`src/rtl/conv_pkg.sv`:
```
// Shared constants and FSM state encoding for the 3x3 convolution window controller.
package conv_pkg;

    localparam int BITS        = 32;
    localparam int KERNEL_SIZE = 3;
    localparam int KWORDS      = 9;

    typedef enum logic [1:0] {
        IDLE,
        LOAD_K,
        STREAM,
        DRAIN
    } state_e;

endpackage

```
`src/rtl/conv_res_fifo.sv`:
```
// Result FIFO: registered storage, data visible the cycle after a push; push and pop may coincide at any
// occupancy, a push into a full FIFO is only taken together with a pop.
module conv_res_fifo #(
    parameter int WIDTH = 32,
    parameter int DEPTH = 4,
    localparam int CNT_W = $clog2(DEPTH + 1)
) (
    input  logic             clk,
    input  logic             rst_n,
    input  logic             push_i,
    input  logic [WIDTH-1:0] push_data_i,
    input  logic             pop_i,
    output logic             valid_o,
    output logic [WIDTH-1:0] data_o,
    output logic [CNT_W-1:0] count_o
);

    localparam int PTR_W = (DEPTH > 1) ? $clog2(DEPTH) : 1;
    localparam logic [PTR_W-1:0] PTR_LAST = PTR_W'(DEPTH - 1);
    localparam logic [CNT_W-1:0] CNT_FULL = CNT_W'(DEPTH);

    logic [WIDTH-1:0] mem_q [DEPTH];
    logic [PTR_W-1:0] wr_ptr_q, wr_ptr_d;
    logic [PTR_W-1:0] rd_ptr_q, rd_ptr_d;
    logic [CNT_W-1:0] count_q, count_d;
    logic             do_push;
    logic             do_pop;

    assign do_pop  = pop_i && (count_q != '0);
    assign do_push = push_i && ((count_q != CNT_FULL) || do_pop);

    always_comb begin
        wr_ptr_d = wr_ptr_q;
        rd_ptr_d = rd_ptr_q;
        count_d  = count_q;
        if (do_push) begin
            wr_ptr_d = (wr_ptr_q == PTR_LAST) ? '0 : wr_ptr_q + PTR_W'(1);
        end
        if (do_pop) begin
            rd_ptr_d = (rd_ptr_q == PTR_LAST) ? '0 : rd_ptr_q + PTR_W'(1);
        end
        unique case ({do_push, do_pop})
            2'b10:   count_d = count_q + CNT_W'(1);
            2'b01:   count_d = count_q - CNT_W'(1);
            default: count_d = count_q;
        endcase
    end

    always_ff @(posedge clk or negedge rst_n) begin
        if (!rst_n) begin
            for (int i = 0; i < DEPTH; i++) begin
                mem_q[i] <= '0;
            end
            wr_ptr_q <= '0;
            rd_ptr_q <= '0;
            count_q  <= '0;
        end else begin
            if (do_push) begin
                mem_q[wr_ptr_q] <= push_data_i;
            end
            wr_ptr_q <= wr_ptr_d;
            rd_ptr_q <= rd_ptr_d;
            count_q  <= count_d;
        end
    end

    assign valid_o = (count_q != '0);
    assign data_o  = mem_q[rd_ptr_q];
    assign count_o = count_q;

endmodule

```
`src/rtl/conv_window_ctrl.sv`:
```
// Builds 3x3 windows from a row-major pixel stream for an external multiplier; window pixel to out_valid
// takes 2+MULT_LAT cycles, input is credit-throttled so results in flight always fit in the FIFO.
module conv_window_ctrl
    import conv_pkg::*;
#(
    parameter int BITS        = conv_pkg::BITS,
    parameter int KERNEL_SIZE = conv_pkg::KERNEL_SIZE,
    parameter int IMG_W_MAX   = 64,
    parameter int DIM_W       = 8,
    parameter int MULT_LAT    = 1,
    parameter int FIFO_DEPTH  = 4
) (
    input  logic                                      clk,
    input  logic                                      rst_n,
    input  logic                                      start,
    input  logic [DIM_W-1:0]                          cfg_width,
    input  logic [DIM_W-1:0]                          cfg_height,
    input  logic                                      in_valid,
    output logic                                      in_ready,
    input  logic [BITS-1:0]                           in_data,
    output logic                                      out_valid,
    input  logic                                      out_ready,
    output logic [BITS-1:0]                           out_data,
    output logic                                      busy,
    output logic                                      done,
    output logic                                      cfg_err,
    output logic                                      mul_out_en,
    output logic [KERNEL_SIZE*KERNEL_SIZE*BITS-1:0]   mul_shift_in,
    output logic [KERNEL_SIZE*KERNEL_SIZE*BITS-1:0]   mul_kernel_in,
    input  logic [BITS-1:0]                           mul_pixel_in
);

    localparam int KW    = KERNEL_SIZE * KERNEL_SIZE;
    localparam int LB_AW = $clog2(IMG_W_MAX);
    localparam int CNT_W = $clog2(FIFO_DEPTH + 1);

    localparam logic [DIM_W-1:0] DIM_ONE   = DIM_W'(1);
    localparam logic [DIM_W-1:0] DIM_TWO   = DIM_W'(2);
    localparam logic [DIM_W-1:0] DIM_THREE = DIM_W'(3);
    localparam logic [DIM_W:0]   W_MAX     = (DIM_W + 1)'(IMG_W_MAX);
    localparam logic [CNT_W:0]   CREDITS   = (CNT_W + 1)'(FIFO_DEPTH);
    localparam logic [3:0]       KIDX_LAST = 4'(KWORDS - 1);

    state_e              state_q, state_d;
    logic [DIM_W-1:0]    width_q, width_d;
    logic [DIM_W-1:0]    height_q, height_d;
    logic [DIM_W-1:0]    col_q, col_d;
    logic [DIM_W-1:0]    row_q, row_d;
    logic [3:0]          kidx_q, kidx_d;
    logic [KW*BITS-1:0]  kernel_q, kernel_d;
    logic [KW*BITS-1:0]  win_q, win_d;
    logic                win_en_q, win_en_d;
    logic                cfg_err_q, cfg_err_d;
    logic [CNT_W-1:0]    inflight_q, inflight_d;
    logic [MULT_LAT-1:0] lat_q;
    logic [MULT_LAT:0]   lat_ext;

    logic [BITS-1:0]     lb0_q [IMG_W_MAX];
    logic [BITS-1:0]     lb1_q [IMG_W_MAX];
    logic [BITS-1:0]     lb0_rd;
    logic [BITS-1:0]     lb1_rd;
    logic [LB_AW-1:0]    col_idx;

    logic [CNT_W-1:0]    fifo_count;
    logic                res_push;
    logic                credit_ok;
    logic                accept;
    logic                pix_acc;
    logic                win_hit;
    logic                last_col;
    logic                last_row;
    logic                cfg_ok;

    assign col_idx   = col_q[LB_AW-1:0];
    assign lb0_rd    = lb0_q[col_idx];
    assign lb1_rd    = lb1_q[col_idx];
    assign accept    = in_valid && in_ready;
    assign pix_acc   = accept && (state_q == STREAM);
    assign win_hit   = pix_acc && (row_q >= DIM_TWO) && (col_q >= DIM_TWO);
    assign last_col  = (col_q == width_q - DIM_ONE);
    assign last_row  = (row_q == height_q - DIM_ONE);
    assign cfg_ok    = (cfg_width >= DIM_THREE) && ({1'b0, cfg_width} <= W_MAX)
                       && (cfg_height >= DIM_THREE);
    // Results already pushed plus those still inside the multiplier must never exceed the FIFO.
    assign credit_ok = ({1'b0, fifo_count} + {1'b0, inflight_q}) < CREDITS;
    assign lat_ext   = {lat_q, win_en_q};
    assign res_push  = lat_q[MULT_LAT-1];

    always_comb begin
        state_d   = state_q;
        width_d   = width_q;
        height_d  = height_q;
        col_d     = col_q;
        row_d     = row_q;
        kidx_d    = kidx_q;
        kernel_d  = kernel_q;
        win_d     = win_q;
        win_en_d  = win_hit;
        cfg_err_d = 1'b0;
        in_ready  = 1'b0;
        done      = 1'b0;
        busy      = (state_q != IDLE);

        unique case (state_q)
            IDLE: begin
                if (start) begin
                    if (cfg_ok) begin
                        width_d  = cfg_width;
                        height_d = cfg_height;
                        col_d    = '0;
                        row_d    = '0;
                        kidx_d   = '0;
                        state_d  = LOAD_K;
                    end else begin
                        cfg_err_d = 1'b1;
                    end
                end
            end
            LOAD_K: begin
                in_ready = 1'b1;
                if (in_valid) begin
                    kernel_d[kidx_q*BITS +: BITS] = in_data;
                    kidx_d = kidx_q + 4'd1;
                    if (kidx_q == KIDX_LAST) begin
                        state_d = STREAM;
                    end
                end
            end
            STREAM: begin
                in_ready = credit_ok;
                if (pix_acc) begin
                    // Row 0 is the oldest row, column 0 the oldest column.
                    for (int r = 0; r < KERNEL_SIZE; r++) begin
                        win_d[(r*3+0)*BITS +: BITS] = win_q[(r*3+1)*BITS +: BITS];
                        win_d[(r*3+1)*BITS +: BITS] = win_q[(r*3+2)*BITS +: BITS];
                    end
                    win_d[2*BITS +: BITS] = lb1_rd;
                    win_d[5*BITS +: BITS] = lb0_rd;
                    win_d[8*BITS +: BITS] = in_data;
                    if (last_col) begin
                        col_d = '0;
                        row_d = row_q + DIM_ONE;
                        if (last_row) begin
                            state_d = DRAIN;
                        end
                    end else begin
                        col_d = col_q + DIM_ONE;
                    end
                end
            end
            DRAIN: begin
                if ((inflight_q == '0) && (fifo_count == '0)) begin
                    done    = 1'b1;
                    state_d = IDLE;
                end
            end
            default: state_d = IDLE;
        endcase
    end

    always_comb begin
        unique case ({win_hit, res_push})
            2'b10:   inflight_d = inflight_q + CNT_W'(1);
            2'b01:   inflight_d = inflight_q - CNT_W'(1);
            default: inflight_d = inflight_q;
        endcase
    end

    always_ff @(posedge clk or negedge rst_n) begin
        if (!rst_n) begin
            state_q    <= IDLE;
            width_q    <= '0;
            height_q   <= '0;
            col_q      <= '0;
            row_q      <= '0;
            kidx_q     <= '0;
            kernel_q   <= '0;
            win_q      <= '0;
            win_en_q   <= 1'b0;
            cfg_err_q  <= 1'b0;
            inflight_q <= '0;
            lat_q      <= '0;
        end else begin
            state_q    <= state_d;
            width_q    <= width_d;
            height_q   <= height_d;
            col_q      <= col_d;
            row_q      <= row_d;
            kidx_q     <= kidx_d;
            kernel_q   <= kernel_d;
            win_q      <= win_d;
            win_en_q   <= win_en_d;
            cfg_err_q  <= cfg_err_d;
            inflight_q <= inflight_d;
            lat_q      <= lat_ext[MULT_LAT-1:0];
        end
    end

    // Line buffers need no reset: every entry is rewritten before a window can use it.
    always_ff @(posedge clk) begin
        if (pix_acc) begin
            lb1_q[col_idx] <= lb0_rd;
            lb0_q[col_idx] <= in_data;
        end
    end

    conv_res_fifo #(
        .WIDTH (BITS),
        .DEPTH (FIFO_DEPTH)
    ) u_res_fifo (
        .clk         (clk),
        .rst_n       (rst_n),
        .push_i      (res_push),
        .push_data_i (mul_pixel_in),
        .pop_i       (out_ready),
        .valid_o     (out_valid),
        .data_o      (out_data),
        .count_o     (fifo_count)
    );

    assign cfg_err       = cfg_err_q;
    assign mul_out_en    = win_en_q;
    assign mul_shift_in  = win_q;
    assign mul_kernel_in = kernel_q;

endmodule

```
`config.mk`:
```
export PLATFORM = sky130hd
export DESIGN_NAME = conv_window_ctrl
export DESIGN_NICKNAME = d
export VERILOG_FILES = /design/src/rtl/conv_pkg.sv /design/src/rtl/conv_res_fifo.sv /design/src/rtl/conv_window_ctrl.sv
export SDC_FILE = /design/constraint.sdc
export NUM_CORES = 2
export LEC_CHECK = 0
export CAP_MARGIN = 20
export CELL_PAD_IN_SITES_DETAIL_PLACEMENT = 2
export CELL_PAD_IN_SITES_GLOBAL_PLACEMENT = 2
export CORE_ASPECT_RATIO = 2
export CORE_MARGIN = 2
export CORE_UTILIZATION = 35
export DETAILED_ROUTE_END_ITERATION = 8
export PLACE_DENSITY = 0.62
export SLEW_MARGIN = 20
export SYNTH_ARGS = -nofsm -noshare
export SYNTH_HDL_FRONTEND = slang
export SYNTH_SLANG_ARGS = --single-unit
```
`constraint.sdc`:
```
create_clock -name clk -period 5.2 [get_ports clk]
set_input_delay 1.04 -clock clk [delete_from_list [all_inputs] [get_ports clk]]
set_output_delay 1.04 -clock clk [all_outputs]
set_load 0.05 [all_outputs]
```
==> metrics.yaml <==
cells_and_area:
  area_delta_synth_final_pct: 20.3
  final_common_cell: "edfxtp_1"
  final_nets: 12500
  fillers: 50700
  register_area_um2: 142000
  multi_input_area_um2: 42000
  drive_gt1_share_pct: 19.5
  final_cell_mix: "edfxtp_1, nand2_1, dfrtp_1"
logic_synthesis:
  ys_types: 89
  synth_xor_area_share_pct: 0.108
  avgSynthCellArea_um2: 16.8
  synthArstFlopShare_pct: 15.6
  muxShareOfSynthArea_pct: 8.39
  netlist_area_um2: 187000
  yosysTopAreaCell: "edfxtp_1"
  ys_seq_area_share_pct: 75.9
  synth_compound_area_share_pct: 9.09
  yosys.area_share.simple_pct: 4.23
  ys_ff_latch: 4851
  synth_fa_ha_area_share_pct: 0.169
  yosys-top-cells-area: "edfxtp_1, dfrtp_1, mux2_2"
  synth_warnings: 0
  synth.top_cell.area_share_pct: 65.8
  synth_top_family_by_area: "compound AO/OA/AOI/OAI gates"
  postSynthCellCount: 11100
  ys.flop_type: "edfxtp_1"
  syn_nets: 11300
  synth-edff-count: 4096
clock_tree:
  clk_path_buf_depth: 5
  h-tree-depth: 5
  cts_root_buf: "clkbuf_16"
  clock_sinks: 4851
  cts_resized: 0
  tritoncts: "yes"
  numCtsBuffers: 458
  ctsHoldBuffers: 0
  clk_pin_slew_worst_paths_ps: 70
  clk_latency_ps: 1110
  cts_setup_buffers: 0
power_and_ir_drop:
  pwr-share-clk_pct: 23.8
  p_sw_share_pct: 40.7
  power_switching_mw: 59.1
  total_power_mw: 145
  combPwrFrac_pct: 39.3
  p_seq_share_pct: 36.8
  peakVddDrop_v: 0.000514
  power_leakage_nw: 76.5
  power_density_nw_per_um2: 646
  p_int_mw: 86.2
critical_path:
  setup.worst_path.start: "col_q[0]"
  start_kind: "register"
  worstRegToRegCells: 11
  crit_path_end_kind: "register"
  crit_path_max_fanout: 33
  r2r_end: "lb1_q[56][21]"
  crit_arrival_ps: 5650
  crit_type: "register to register"
  rrSetupSlack_ps: 370
  r2r-start: "col_q[0]"
  worstPathRequired_ps: 6020
routing:
  drc: 0
  via_per_inst: 6.24
  routed_wirelength_um: 887000
  postRouteAntennaNets: 0
  dr.first_iter.drc_count: 15400
  wl_per_cell_um: 44.7
  dr.pass1.iters: 9
  vias: 124000
run:
  cap_violations: 0
die:
  num_io_pins: 699
  core_area_um2: 532000
  die_w_um: 521
  die_h_um: 1040
  initial_core_util_pct: 35.1
  die_area_um2: 540000
  row_count: 379
run_status:
  outcome: "complete, no violations"
global_route:
  antenna_found_initial: 65
  overflow: 0
  grt_pass1_wl_um: 1180000
  grt_max_degree: 135
  grt_use_total_pct: 32.3
  grt_pass1_vias: 132000
sta:
  min_period_over_period_pct: 92.8
  timing.final.crit_period_ps: 4830
  finClkSkew_ps: 96.0
  fin_ws_ps: 372
  slew_headroom_pct: 17.0
  setup_viol: 0
  worstMarginPinSlew_ps: 1240
  hold_viol: 0
  finalMaxSlewViolations: 0
  grt_setup_unrepaired: "no"
  fmax_ghz: 0.207
placement:
  port-buffer-count: 698
  gp_congestion: 0.877
  place_ws_ps: 474
  hpwl_um: 554000
worst_hold_path:
  hold_path.class: "input port to asynchronous set/reset pin"
-- cell families (layout without fill, tap and decap cells) --
logic type	count (synthesis)	in the layout
buf+inv	838	2456
other cells	0	39
flops	4851	4851
xor+xnor	23	23
fa+ha+maj	24	24
simple gates	1880	1880
mux	1195	1195
compound gates	2338	2338
-- cells in the mapped netlist, types with 25 or more instances --
| cell | number |
|---|---|
| a2111oi_0 | 27 |
| a211oi_1 | 42 |
| a21oi_1 | 238 |
| a221o_1 | 86 |
| a221oi_1 | 451 |
| a222oi_1 | 40 |
| a22o_1 | 74 |
| a22oi_1 | 340 |
| a31oi_1 | 74 |
| buf_1 | 120 |
| buf_2 | 246 |
| buf_4 | 76 |
| clkbuf_1 | 305 |
| dfrtp_1 | 755 |
| edfxtp_1 | 4096 |
| inv_1 | 72 |
| mux2_2 | 521 |
| mux2i_1 | 427 |
| mux4_2 | 243 |
| nand2_1 | 1274 |
| nand2b_1 | 27 |
| nand3_1 | 94 |
| nand3b_1 | 25 |
| nand4_1 | 26 |
| nor2_1 | 278 |
| o211ai_1 | 41 |
| o21ai_0 | 421 |
| o221ai_1 | 51 |
| o22a_1 | 43 |
| o22ai_1 | 175 |
| o2bb2ai_1 | 80 |
| o31ai_1 | 32 |
-- worst max path at each step --
stage / end / slack (ps) / cells past startpoint
final: lb1_q[56][21] / 370 / 11
after global routing: out_data[17] / 420 / 3
after CTS: lb1_q[39][28] / 420 / 10
after detailed placement: lb1_q[26][28] / 470 / 9
after global placement: mul_shift_in[183] / 120 / 9
after floorplan: lb0_q[14][0] / -420 / 7
-- power groups by stage --
stage / combinational [mW] / sequential, mW / clock (mW)
6_report: 57.1 / 53.5 / 34.6
5_1_grt: 57.5 / 53.7 / 36.1
4_1_cts: 55.9 / 53.5 / 35.0
3_5_place_dp: 55.7 / 54.3 / 0
3_3_place_gp: 53.9 / 54.2 / 0
2_1_floorplan: 22.2 / 57.4 / 0
-- layout make-up --
class,count,share of cell area (%)
antenna,39,0.0434
clock buffer,565,5.41
clock inverter,269,1.16
inverter,73,0.132
multi-input combinational,5460,18.7
sequential,4851,63.1
tap,7048,3.92
timing repair buffer,1549,7.52
-- per-layer routing --
layer	wire, µm	GRT usage (%)	vias to the layer above
li1	-	-	46700
met1	296000	35.4	66800
met2	435000	54.2	7691
met3	74000	6.54	2564
met4	81500	26.0	28
met5	213	0	-
-- flip-flops by register name (all words and copies together) (netlist names) --
register	cells
lb0_q	2048
lb1_q	2048
mul_kernel_in	288
mul_shift_in	288
u_res_fifo.mem_q	128
col_q	8
height_q	8
row_q	8
width_q	8
kidx_q	4
inflight_q	3
u_res_fifo.count_o	3
state_q	2
u_res_fifo.rd_ptr_q	2
u_res_fifo.wr_ptr_q	2
cfg_err	1
lat_q	1
mul_out_en	1
-- through the flow --
step           area [µm²]  std cells  hold WS, ps  TNS (ps)  util [%]
6_report           225000      19900         51.6         0      42.2
5_1_grt            225000      19800         82.7         0      42.2
4_1_cts            225000      19800         56.3         0      42.2
3_5_place_dp       210000      19000          423         0      39.4
3_3_place_gp       210000      19000          422         0      39.4
2_1_floorplan      187000      11100          462  -1662580         -
-- critical path, stage by stage (launching register included) --
cell       delay (ps)
dfrtp_4           750
buf_12            300
buf_12            270
buf_4             270
mux2i_1           260
nor2_1             60
o21ai_0           340
a31oi_1           170
a2111oi_1         810
nand2_2           620
buf_12            340
buf_12            170
Power figures use the tool's default switching activity.
